==> src/rtl/data_mem_responder.sv <==
`default_nettype none
// ============================================================================
// Module      : data_mem_responder
// Description : Data-memory responder for the controller load/store port.
//               A DEPTH x NBITS storage array is accessed through a
//               three-state handshake (IDLE -> WAIT -> DONE).
//               The handshake inserts LATENCY wait cycles per access and
//               stalls the initiator through busy.
// Ports       : clock      - system clock, rising edge
//               reset      - asynchronous, active-high reset
//               MemRead    - read request, held until busy is low
//               MemWrite   - write request, held until busy is low
//               Address    - byte address (word index = Address[NBITS-1:2])
//               WriteData  - store data
//               busy       - responder occupied, initiator must stall
//               ReadData   - registered load result
//               error      - one-cycle pulse when read and write collide
// Revision    : 1.0 - initial release
// ============================================================================
module data_mem_responder #(
    parameter int NBITS   = 8,
    parameter int DEPTH   = 64,
    parameter int LATENCY = 2
) (
    input  logic             clock,
    input  logic             reset,
    input  logic             MemRead,
    input  logic             MemWrite,
    input  logic [NBITS-1:0] Address,
    input  logic [NBITS-1:0] WriteData,
    output logic             busy,
    output logic [NBITS-1:0] ReadData,
    output logic             error
);

    localparam int IDXW = (DEPTH > 1) ? $clog2(DEPTH) : 1;
    // Address is widened so the index slice is always in range, even when
    // the array is deeper than the address can reach.
    localparam int EXTW = ((IDXW + 2) > NBITS) ? (IDXW + 2) : NBITS;
    localparam logic [3:0] CNT_INIT = 4'(LATENCY - 1);

    typedef enum logic [1:0] {
        ST_IDLE = 2'd0,
        ST_WAIT = 2'd1,
        ST_DONE = 2'd2
    } state_t;

    state_t            state_q, state_d;
    logic [3:0]        cnt_q, cnt_d;
    logic [IDXW-1:0]   idx_q, idx_d;
    logic [NBITS-1:0]  wdata_q, wdata_d;
    logic              is_wr_q, is_wr_d;
    logic [NBITS-1:0]  rdata_q, rdata_d;
    logic              err_q, err_d;
    logic              mem_we;

    logic [NBITS-1:0]  mem [DEPTH];

    logic [EXTW-1:0]   ext_addr;
    logic [IDXW-1:0]   word_idx;
    logic              unused_addr;
    logic              req;

    // Byte offset bits are dropped; bits above the index wrap silently.
    assign ext_addr    = EXTW'(Address);
    assign word_idx    = ext_addr[IDXW+1:2];
    assign unused_addr = ^ext_addr;
    assign req         = MemRead | MemWrite;

    // busy must rise in the request cycle itself so the controller stalls
    // without a bubble; gating with reset makes it drop asynchronously.
    assign busy = ~reset & (((state_q == ST_IDLE) & req) | (state_q == ST_WAIT));

    assign ReadData = rdata_q;
    assign error    = err_q;

    always_comb begin
        state_d = state_q;
        cnt_d   = cnt_q;
        idx_d   = idx_q;
        wdata_d = wdata_q;
        is_wr_d = is_wr_q;
        rdata_d = rdata_q;
        err_d   = 1'b0;
        mem_we  = 1'b0;
        case (state_q)
            ST_IDLE: begin
                if (req) begin
                    state_d = ST_WAIT;
                    cnt_d   = CNT_INIT;
                    idx_d   = word_idx;
                    wdata_d = WriteData;
                    // A colliding request resolves as a write.
                    is_wr_d = MemWrite;
                    err_d   = MemRead & MemWrite;
                end
            end
            ST_WAIT: begin
                if (cnt_q != 4'd0) begin
                    cnt_d = cnt_q - 4'd1;
                end else begin
                    state_d = ST_DONE;
                    if (is_wr_q) begin
                        mem_we = 1'b1;
                    end else begin
                        rdata_d = mem[idx_q];
                    end
                end
            end
            ST_DONE: begin
                // Request inputs here belong to the access just finished.
                state_d = ST_IDLE;
            end
            default: begin
                state_d = ST_IDLE;
            end
        endcase
    end

    always_ff @(posedge clock or posedge reset) begin
        if (reset) begin
            state_q <= ST_IDLE;
            cnt_q   <= 4'd0;
            idx_q   <= '0;
            wdata_q <= '0;
            is_wr_q <= 1'b0;
            rdata_q <= '0;
            err_q   <= 1'b0;
        end else begin
            state_q <= state_d;
            cnt_q   <= cnt_d;
            idx_q   <= idx_d;
            wdata_q <= wdata_d;
            is_wr_q <= is_wr_d;
            rdata_q <= rdata_d;
            err_q   <= err_d;
        end
    end

    // Array contents survive reset. A reset during WAIT forces IDLE at
    // once, so mem_we can never fire for an aborted write.
    always_ff @(posedge clock) begin
        if (mem_we) begin
            mem[idx_q] <= wdata_q;
        end
    end

endmodule
`default_nettype wire

==> config.mk <==
export PLATFORM = sky130hd
export DESIGN_NAME = data_mem_responder
export DESIGN_NICKNAME = d
export VERILOG_FILES = /design/src/rtl/data_mem_responder.sv
export SDC_FILE = /design/constraint.sdc
export NUM_CORES = 1
export LEC_CHECK = 0
export ABC_AREA = 0
export CAP_MARGIN = 25
export CELL_PAD_IN_SITES_DETAIL_PLACEMENT = 0
export CELL_PAD_IN_SITES_GLOBAL_PLACEMENT = 1
export CORE_ASPECT_RATIO = 0.6
export CORE_MARGIN = 4
export CORE_UTILIZATION = 45
export CTS_CLUSTER_DIAMETER = 30
export DETAILED_ROUTE_END_ITERATION = 16
export HOLD_SLACK_MARGIN = 0.08
export PLACE_DENSITY = 0.73
export SLEW_MARGIN = 40
export SYNTH_ARGS = -nofsm -noshare
export SYNTH_HDL_FRONTEND = slang
export SYNTH_SLANG_ARGS = --single-unit
==> constraint.sdc <==
create_clock -name clock -period 2.5 [get_ports clock]
set_clock_uncertainty 0.1 [all_clocks]
set_input_delay 0.5 -clock clock [delete_from_list [all_inputs] [get_ports clock]]
set_output_delay 0.5 -clock clock [all_outputs]
set_load 0.02 [all_outputs]
# ---- Yosys cells after proc, flatten, opt, wreduce, memory -nomap -nowiden
# Memory sizes are Yosys's and may differ from the RTL's. A register that Yosys moved wholly into a read port is not among the register bits.
# Cells that the tools add are included.
dict set report word_totals {
  regBits 22
  ram_bits 512
  input_bits 20
  out_inout_bits 10
  word_cells 40
  mem_count 1
}
dict set report classes {
  addsub 1
  eq_ne 4
  n_mux 13
  n_bitwise 8
  reduce_logical 7
}
# name depth word_bits read_ports rd_clocked_by_memory_dff wr line
set mem_list {}
lappend mem_list {mem 64 8 1 1 1 57} ;# logic [NBITS-1:0] mem [DEPTH];
# cell count
set op_table {}
lappend op_table {{4-bit 2-to-1 mux} 2}
lappend op_table {{4-bit case mux with 2 select lines} 1}
lappend op_table {{1-bit 2-to-1 mux} 7}
lappend op_table {{3-bit AND reduction} 2}
lappend op_table {{2-bit 2-to-1 mux} 2}
lappend op_table {{2-bit inequality test, second input constant} 2}
lappend op_table {{2-bit case mux with 2 select lines} 1}
lappend op_table {{2-bit AND reduction} 2}
lappend op_table {{4-bit nonzero test} 1}
lappend op_table {{4-bit by 1-bit subtractor with 4-bit output, second input constant} 1}
lappend op_table {{1-bit bitwise AND} 3}
lappend op_table {{1-bit inverter} 3}
lappend op_table {{2-bit by 1-bit == test with 1-bit output, second input constant} 1}
lappend op_table {{2-bit logical NOT} 1}
lappend op_table {{2-bit by 1-bit inequality test with 1-bit output, second input constant} 1}
lappend op_table {{1-bit OR} 2}
lappend op_table {{2-bit nonzero test} 1}

# ---- Depth between registers and ports, before layout
dict set report logic_depth {
  ltp_word 5
  ltp_mapped 10
  depth_no_buf 8
}

# ---- Worst setup path before layout
# No wires, ideal clock.
dict set report synth_path {
  kind {register -> register}
  from {register cnt_q[0]}
  to {memory mem[41][0], enable pin}
  setup_time_ns 0.370
  t_arrival_ns 1.964
  required_ns 2.030
  path_slack_ns 0.065
  path_stages_with_launch 9
  n_path_buf 0
  period_less_slack_ns 2.435
  path_cell_list {dfrtp_1 -> inv_1 -> ha_1 -> or3b_1 -> nor2_1 -> nand2_1 -> nor2_1 -> nand2_1 -> nor2_1}
}
dict set report synth_via {
  elab_chain_len 5
}
# item line
set synth_rtl {}
lappend synth_rtl {{start: declaration} 49} ;# logic [3:0] cnt_q, cnt_d;
lappend synth_rtl {{start signal: assignment} 131} ;# cnt_q <= cnt_d;
lappend synth_rtl {{4-bit nonzero test} 99} ;# if (cnt_q != 4'd0) begin
lappend synth_rtl {{1-bit 2-to-1 mux} 99}
lappend synth_rtl {{1-bit 2-to-1 mux} 86} ;# case (state_q)
lappend synth_rtl {{1-bit 2-to-1 mux} 143} ;# if (mem_we) begin
lappend synth_rtl {{1-bit 2-to-1 mux (implied by the code)} 144} ;# mem[idx_q] <= wdata_q;
lappend synth_rtl {{end: declaration} 57}
# No other way between the ends.

==> key figures <==
Run status
  • Run status: complete, no violations

Global route
  • Largest net degree at the start of global routing: 66
  • First-pass GRT wire length: ~85000 um
  • Grt ovf: 0
  • Vias in the first global route: between 10000 and 15000
  • Initial antenna violation count: 0
  • Total track usage: 0.231

Floorplan
  • Initial Util: 0.458
  • Die X: 289 um
  • Die height: around 180 um
  • Core Area: around 0.047 mm2
  • Die area: 0.0510 mm2
  • Cell row count: 61
  • Top-Level Pins: 30

Critical path
  • Crit Path Class: flop to flop
  • Critical Path Sink Type: flop
  • CP arrival: between 2000 and 3000 ps
  • CP startpoint kind: flop
  • Data required, critical path: between 2000 and 3000 ps
  • Critical Path Fanout Max: 11

Synthesis
  • Async set or reset register ratio after synthesis: 0.0554
  • Post-Syn Area: between 0.02 and 0.025 mm2
  • Synth Warn #: 0
  • Synthesized Nets: between 1000 and 1500
  • Syn Inst Count: about 1200
  • EDFF count, synth: 512
  • Seq cells post-synth: roughly 540
  • Top-area cell type share of the netlist area: 0.722
  • Synth area leader: edfxtp_1
  • Largest cells by area after synthesis: edfxtp_1, mux2i_1, mux4_2
  • Post-synthesis sequential area ratio: 0.757
  • Main synth FF type: edfxtp_1
  • Yosys cell types: 58
  • Syn avg cell area: 17.2 um2

Route
  • Met3 routed WL: roughly 6600 um
  • Metal-1 WL: ~26000 um
  • DRT antenna net count: 0
  • Highest Signal Layer: met4
  • Pre-antenna DRT Iters: 5
  • Drt initial violations: between 1500 and 2000
  • Final WL: slightly below 60000 um
  • Number of remaining DRC errors: 0
  • DR vias: about 13000
  • WL/cell: 26.6 um
  • Wire length on met2: around 24000 um
  • Via-to-Cell Ratio: between 5 and 6

Timing
  • Setup TNS Final: 0 ps
  • Max-slew headroom at the worst pin: 0.466
  • Final Max Slew Viols: 0
  • Final setup fails: 0
  • Fin. Hold Viols: 0
  • Min Tclk post-route: between 2000 and 2500 ps
  • Slew at the pin closest to its max-slew limit: 801 ps
  • Final hold slack: 147 ps
  • Unrepaired setup endpoints after global routing: yes
  • Final Cycle Share: 0.995
  • Fmax: between 400 and 500 MHz

Power
  • Design internal power: around 22000 uW
  • Clock power share: 0.314
  • Reg power frac: 0.369
  • Logic pwr share: 0.317
  • Worst vdd ir: between 0.5 and 0.6 mV
  • Net switching power: between 10000 and 15000 uW
  • Power Dens Cells: 1220 mW/mm2
  • LEAKAGE: around 0.0092 uW
  • Net Sw Frac: 0.339
  • Overall Power: between 30000 and 40000 uW

Final layout
  • Register area: around 0.016 mm2
  • Fillers: around 3500
  • Share of cells above drive strength 1: 0.303
  • Multi-input logic area: a little under 0.005 mm2
  • Final Core Density: 0.575
  • P&R area growth vs syn: 25.6%
  • Antenna fix cells: 0
  • Final nets: 1507
  • Finished layout cell area: between 0.02 and 0.03 mm2

Clock network
  • Clock slew at reported path FFs: ~50 ps
  • Clock Latency Late Sink: 600 ps
  • Sink Count: 542
  • CTS buffer count: 74
  • CTS max path bufs: 3
  • Root Driver: clkbuf_16
  • Htree depth: 3
  • CTS tree: built

Min path
  • Hold WC Path Type: input port to async pin

Placed design
  • Gpl congestion: between 0.9 and 1
  • Post-DP HPWL: 38000 um
  • DP Area: between 0.02 and 0.025 mm2
  • PortBufs: 27

Job
  • # Max-Cap Violations: 0
-- power by group through the flow --
stage	combinational (uW)	clock (uW)	sequential, uW
after global routing	10900	10900	12100
after CTS	9960	10400	12100
after floorplan	4860	0	12400
after global placement	9450	0	12200
final	10400	10300	12100
after detailed placement	9580	0	12200
-- sequential cells by signal, summed over array words and instances, names as in the netlist --
name      cells
ReadData      8
cnt_q         4
error         1
idx_q         6
is_wr_q       1
mem         512
state_q       2
wdata_q       8
-- logic make-up (layout without fill, tap and decap cells) --
logic type	after synthesis	in the layout	synth area share
flip-flops	542	542	0.757
AND/OR/NAND/NOR	243	243	0.0507
AO/OA/AOI/OAI	210	210	0.0696
multiplexers	158	158	0.0987
buffers and inverters	78	390	0.0220
adder cells (fa/ha/maj)	2	2	0.00117
XOR/XNOR	2	2	0.000823
-- cell usage in the layout, fill, tap and decap left out, types with 26 or more instances in the layout --
cell,Yosys,routed
buf_12,0,26
clkbuf_16,0,76
nand2_1,81,76
clkdlybuf4s50_1,0,26
nor2_1,95,63
mux4_2,40,40
a22oi_1,63,63
buf_6,9,39
mux2i_1,102,101
buf_4,21,154
edfxtp_1,512,512
a21oi_1,36,36
-- per-layer routing --
metal,vias to the layer above,GRT usage
met3,76,0.0579
li1,5473,-
met1,6488,0.378
met2,724,0.309
met4,0,0.0540
met5,-,0
-- synthesized netlist by cell type, types with 3 or more instances --
master    count
edfxtp_1    512
mux2i_1     102
nor2_1       95
nand2_1      81
a22oi_1      63
mux4_2       40
a21oi_1      36
dfrtp_1      30
a221oi_1     27
o21ai_0      26
nand3_1      25
buf_2        23
buf_4        21
clkbuf_1     17
mux2_2       15
a22o_1       10
buf_6         9
a31oi_1       8
o22ai_1       8
nor2b_1       7
and2_1        5
o211ai_1      5
a211oi_1      4
a221o_1       4
a32oi_1       4
and3_1        4
buf_1         4
inv_1         4
o32a_1        4
nand3b_1      3
nand4_1       3
-- repair_timing --
item                       in CTS  in global routing
resized for setup              38                 71
gates cloned                    1                  1
setup endpoints to repair     520                336
pin swaps                       2                  2
buffers inserted                8                  3
hold endpoints to repair        0                  0
hold buffers                    0                  0
-- worst max-delay path, cell delays in order (launching register included) --
cell	delay (ps)
dfrtp_4	500
buf_6	180
buf_12	160
mux4_2	380
a22o_1	290
a22oi_1	230
nand4_1	130
o32a_1	360
-- area by class of cell --
class / count / share of cell area
inverters: 4 / 0.000561
multi-input cells: 615 / 0.184
well taps: 630 / 0.0295
clock inverters: 53 / 0.0198
repair buffers: 248 / 0.0913
clock buffers: 85 / 0.0715
flip-flops and latches: 542 / 0.603
-- final timing paths --
| path | start | to | slack, ps | cells past startpoint |
|---|---|---|---|---|
| max | idx_q[2]$_DFFE_PP0P_ | ReadData[1]$_DFFE_PP0P_ | 10 | 7 |
| min | reset | idx_q[2]$_DFFE_PP0P_ | 150 | 3 |
| max reg2reg | idx_q[2]$_DFFE_PP0P_ | ReadData[1]$_DFFE_PP0P_ | 10 | 7 |
| min reg2reg | wdata_q[1]$_DFFE_PP0P_ | mem[58][1]$_DFFE_PP_ | 430 | 0 |
| max in group asynchronous | reset | idx_q[1]$_DFFE_PP0P_ | 1850 | 3 |
| min in group clock | WriteData[2] | wdata_q[2]$_DFFE_PP0P_ | 330 | 3 |
-- per-stage QoR --
stage               worst slack [ps]  std cells
floorplan                       65.5       1235
global route                   -42.0       2177
detailed placement              -156       2026
CTS                            0.673       2173
global placement                -219       2026
finish                          12.2       2177
Power figures use the tool's default switching activity.
